<file path="src/rtl/updn_mod_cntr.sv">
// Synchronous up/down modulo-MOD_VAL counter with load, wrap/saturate mode and tc/wrap/ovf status.
// Latency: count/wrap/ovf one edge after inputs sampled, tc combinational; no backpressure, steps whenever en=1.
module updn_mod_cntr #(
  parameter int WIDTH    = 4,
  parameter int MOD_VAL  = 16,
  parameter bit SATURATE = 1'b0
) (
  input  logic             clk,
  input  logic             rst,
  input  logic             en,
  input  logic             up_dn,
  input  logic             load,
  input  logic [WIDTH-1:0] load_val,
  input  logic             ovf_clr,
  output logic [WIDTH-1:0] count,
  output logic             tc,
  output logic             wrap,
  output logic             ovf
);

  localparam logic [WIDTH-1:0] MAX_CNT = WIDTH'(MOD_VAL - 1);

  logic [WIDTH-1:0] r_count;
  logic             r_wrap;
  logic             r_ovf;

  logic             w_at_max;
  logic             w_at_zero;
  logic             w_tc;
  logic             w_event;
  logic [WIDTH-1:0] w_load_clamped;
  logic [WIDTH-1:0] w_next_up;
  logic [WIDTH-1:0] w_next_dn;
  logic [WIDTH-1:0] w_step_val;

  assign w_at_max  = (r_count == MAX_CNT);
  assign w_at_zero = (r_count == '0);
  assign w_tc      = up_dn ? w_at_max : w_at_zero;

  // A blocked saturating step counts as a boundary event just like a wrap.
  assign w_event = en & ~load & w_tc;

  assign w_load_clamped = (load_val > MAX_CNT) ? MAX_CNT : load_val;

  assign w_next_up  = w_at_max  ? (SATURATE ? MAX_CNT : '0) : r_count + 1'b1;
  assign w_next_dn  = w_at_zero ? (SATURATE ? '0 : MAX_CNT) : r_count - 1'b1;
  assign w_step_val = up_dn ? w_next_up : w_next_dn;

  always_ff @(posedge clk) begin
    if (rst) begin
      r_count <= '0;
      r_wrap  <= 1'b0;
      r_ovf   <= 1'b0;
    end else begin
      if (load) begin
        r_count <= w_load_clamped;
      end else if (en) begin
        r_count <= w_step_val;
      end
      r_wrap <= w_event;
      // Set has priority so an event coinciding with a clear is never lost.
      if (w_event) begin
        r_ovf <= 1'b1;
      end else if (ovf_clr) begin
        r_ovf <= 1'b0;
      end
    end
  end

  assign count = r_count;
  assign tc    = w_tc;
  assign wrap  = r_wrap;
  assign ovf   = r_ovf;

endmodule
</file>
<file path="config.mk">
export PLATFORM = sky130hd
export DESIGN_NAME = updn_mod_cntr
export DESIGN_NICKNAME = d
export VERILOG_FILES = /design/src/rtl/updn_mod_cntr.sv
export SDC_FILE = /design/constraint.sdc
export NUM_CORES = 1
export LEC_CHECK = 0
export CAP_MARGIN = 40
export CORE_AREA = 2 2 39 41
export CTS_CLUSTER_DIAMETER = 50
export DETAILED_ROUTE_END_ITERATION = 8
export DIE_AREA = 0 0 41 43
export HOLD_SLACK_MARGIN = 0.06
export PLACE_DENSITY_LB_ADDON = 0.2
export SLEW_MARGIN = 20
export SYNTH_ARGS = -nofsm -noshare
export SYNTH_HDL_FRONTEND = slang
export SYNTH_SLANG_ARGS = --single-unit
</file>
<file path="constraint.sdc">
create_clock -name clk -period 1.6 [get_ports clk]
set_input_delay 0.16 -clock clk [delete_from_list [all_inputs] [get_ports clk]]
set_output_delay 0.16 -clock clk [all_outputs]
set_load 0.02 [all_outputs]
</file>
# Yosys cells after proc, flatten, opt, wreduce, memory -nomap -nowiden
# Index checks and enable logic that the tools add are counted.
[word_totals] ram_bits=0 ff_bits=6 rom_bits=0 latchBits=0 out_inout_bits=7 input_bits=10 mem_count=0
[classes] n_eq_ne=1 order_cmp=1 n_reduce_logical=3 n_mul=0 shifts=0 bitwise=3 div_mod_pow=0 n_mux=9 addsub=2
[ops] operator="$mux 4" n=6
[ops] operator="$add 4x1->4 const B" n=1
[ops] operator="$eq 4x4->1 const B" n=1
[ops] operator="$gt 4x4->1 const B" n=1
[ops] operator="$logic_not 4->1" n=1
[ops] operator="$reduce_bool 2->1" n=2
[ops] operator="$sub 4x1->4 const B" n=1
[ops] operator="$mux 1" n=3
[ops] operator="$and 1x1->1" n=2
[ops] operator="$not 1->1" n=1

# Longest topological paths before layout
[depth] ltp_word=5 depth_mapped=6 depth_no_buf=6

# Worst setup path before layout
# OpenSTA, ideal clock, no wires.
[synth_timing] kind="register to register" start="register r_count[0] (netlist: count[0])" end="register r_count[3] (netlist: count[3])" stages_incl_launch_ff=5 arrival_time_ps=1536 synth_period_minus_slack_ps=1606 setup_slack_ps=-6 required_ps=1530 path_buffers=0 setup_ps=70 cell_sequence="dfxtp_1 inv_2 or4_1 a311o_1 a21oi_1"
[synth_between] elab_chain_len=5 word_cells_on_any_way=9 cone_classes="2 x add/sub; 1 x eq/ne; 5 x mux; 1 x reduce/logical"
[synth_lines] element="start: declaration" line="23" text="logic [WIDTH-1:0] r_count;"
[synth_lines] element="start signal: assignment" line="56" text="r_count <= w_load_clamped;"
[synth_lines] element="start signal: assignment" line="58" text="r_count <= w_step_val;"
[synth_lines] element="$sub 4x1->4, or another cell as far along" line="46" text="assign w_next_dn = w_at_zero ? (SATURATE ? '0 : MAX_CNT) : r_count - 1'b1;"
[synth_lines] element="$mux 4, on equally long branches" line="46, 45"
[synth_lines] element="$mux 4 (*)" line="47" text="assign w_step_val = up_dn ? w_next_up : w_next_dn;"
[synth_lines] element="$mux 4 (*)" line="57" text="end else if (en) begin"
[synth_lines] element="$mux 4 (*)" line="55" text="if (load) begin"
# Mark *: on every way between the ends. The rest lies on a longest branch, timed or not. The select of a mux whose other input is x is not followed.
# A chain may end at the register's enable or synchronous reset.

# Worst setup path after layout
[layout_timing] start="register r_count[3] (netlist: count[3])" end="register r_count[3] (netlist: count[3])"
# The elaborated chain is that of the path after synthesis.

==> results.toml <==
[run_status]
status = "complete, no violations"

[synth]
synth_top_area_share = 0.321
yosysSeqAreaShare = 0.321
synth.avg_cell_area_um2 = 8.31
yosysTopAreaCell = "dfxtp_1"
syn_inst = 45
ys_ff_latch = 6
synth.top_cells.by_area = "dfxtp_1, a21oi_1, xnor2_1, ha_1, nand2b_1"
synth_cell_types = 23
syn-cell-area_um2 = 374
synth_fp_nets = 57
ys_warn_count = 0

[run]
maxCapViolations = 0

[route]
dr_total_vias = 406
via_per_inst = 4.67
first_iter_violations = 8
drtPass1Iterations = 4
drtAntennaViolNets = 0
route.detailed.drc = 0
avgRoutedWirePerCell_um = 10.7
wirelength_um = 931

[timing]
maxSlewViolCount = 0
tightest_slew_ns = 0.215
skew_ns = 0.00102
setup_tns_ns = 0
min_period_ns = 1.52
relSlewSlack = 0.857
fmax_ghz = 0.656
period_share = 0.952
hold_violations = 0
rsz0062_at_grt = "no"
final-setup-viol-count = 0

[power_and_ir_drop]
fin_total_pwr_w = 0.000467
vdd_drop_max_uv = 342
power.density_nw_per_um2 = 727
leakagePower_nw = 0.267

[hold_path]
min-delay-start = "ovf$_SDFFE_PP0P_"
hold_depth = 2
hold_class = "reg2reg"
hold_end = "ovf$_SDFFE_PP0P_"

[die]
die_w_um = 41
fp.dieArea_um2 = 1760
die_h_um = 43
fp-row-count = 14
pin_count = 17
initial_core_util = 0.270
coreArea_um2 = 1380

[clock_network]
cts_sinks = 6
numCtsBuffers = 3
ctsHoldBuffers = 0
htreeDepth = 1
clk_latency_ns = 0.24
cts_root_buf = "clkbuf_4"
cts_tree = "yes"
clk_pin_slew_worst_paths_ns = 0.04
ctsLongestPathBuffers = 2
post_cts_buffers = 0

[critical_path]
r2r-start = "count[3]$_SDFFE_PP0P_"
r2r_setup_slack_ns = 0.08
r2r_end = "count[3]$_SDFFE_PP0P_"
required_ns = 1.77
r2r_cells = 4
cp-end-kind = "flop"
crit_arrival_ns = 1.69
path_class = "reg2reg"
crit_fanout = 7
cp-start-kind = "flop"

[global_route]
grt.total_usage = 0.128
first_global_vias = 374
grt_max_degree = 9
grt_pass1_wl_mm = 1.52
grt_busiest_layer = "met2"
antenna_found_initial = 0
use_met1 = 0.168
use_met3 = 0.0314
overflow = 0
grt_use_met2 = 0.178

[layout]
nNetsFinal = 85
drive_gt1_frac = 0.254
diodes = 0
final_common_cell = "clkdlybuf4s50_1"
postLayoutCoreUtil = 0.464
area_delta_synth_final_pct = 71.6
layout_common_cells = "clkdlybuf4s50_1, buf_4, a21oi_1, dfxtp_1, nor2_1"

[placed_design]
portBuffers = 16
gp_congestion = 0.678
dpl.hpwl_um = 725
timing repair:
item | 4_1_cts | 5_1_grt
resized for setup | 3 | 3
pin swaps | 0 | 1
setup endpoints to repair | 1 | 2
synth_stat cells (all sizes together):
cell type,number
a21oi,6
a221oi,1
a311o,1
a41o,1
clkbuf,1
dfxtp,6
ha,2
inv,4
mux2,1
mux2i,1
nand2,2
nand2b,3
nor2,4
nor2b,1
nor3b,1
nor4b,1
o21a,1
o21ai,2
o21bai,1
or3,1
or4,1
xnor2,3
logic make-up after synthesis:
kind of cell,Yosys count,synth area share
simple gates,14,0.211
compound gates,13,0.224
fa+ha+maj,2,0.0669
xor+xnor,3,0.0702
mux,2,0.0569
buf+inv,5,0.0501
flops,6,0.321
critical path: stages, from the launching register on:
cell	delay [ns]
dfxtp_1	0.31
buf_4	0.16
or4_1	0.51
a311o_1	0.36
a21oi_1	0.12
stage by stage:
step,cell area [µm²],cells,hold WS [ns],setup slack (ns)
after detailed placement,612,84,0.460,-0.181
after global routing,642,87,0.507,0.00378
after CTS,636,87,0.475,0.00372
final,642,87,0.471,0.0767
after floorplan,375,45,0.225,0.0248
after global placement,612,84,0.461,-0.186
worst max-delay path by stage:
stage / from / endpoint / slack, ns / cells after the start
after floorplan: count[1]$_SDFFE_PP0P_ / count[3]$_SDFFE_PP0P_ / 0.02 / 4
after global placement: up_dn / tc / -0.19 / 4
after detailed placement: up_dn / tc / -0.18 / 4
after CTS: count[0]$_SDFFE_PP0P_ / tc / 0.004 / 4
after global routing: count[3]$_SDFFE_PP0P_ / count[3]$_SDFFE_PP0P_ / 0.004 / 4
final: count[3]$_SDFFE_PP0P_ / count[3]$_SDFFE_PP0P_ / 0.08 / 4
per-layer routing:
layer	share of wire	wire length, µm
met5	0	0
met4	0.0043	4
met3	0.042	39
met2	0.50	466
met1	0.45	420
power by group:
group          leakage, nW  total (W)  switching, W  internal [W]
Sequential          0.0497   0.000165    0.00000543      0.000160
Combinational        0.204   0.000165     0.0000722     0.0000923
Clock               0.0138   0.000137     0.0000523     0.0000847
Total                0.267   0.000467      0.000130      0.000337
final cells by class:
cell class | instances | area (µm²)
Fill cell | 151 | 742
Multi-Input combinational cell | 34 | 248
Timing Repair Buffer | 24 | 215
Sequential cell | 6 | 121
Clock buffer | 3 | 22.5
Tap cell | 16 | 20.0
Inverter | 4 | 15.0
sequential cells by signal, indices dropped and copies added (netlist names):
register / count
wrap: 1
ovf: 1
count: 4
No activity file was read; power rests on OpenSTA's default activity.
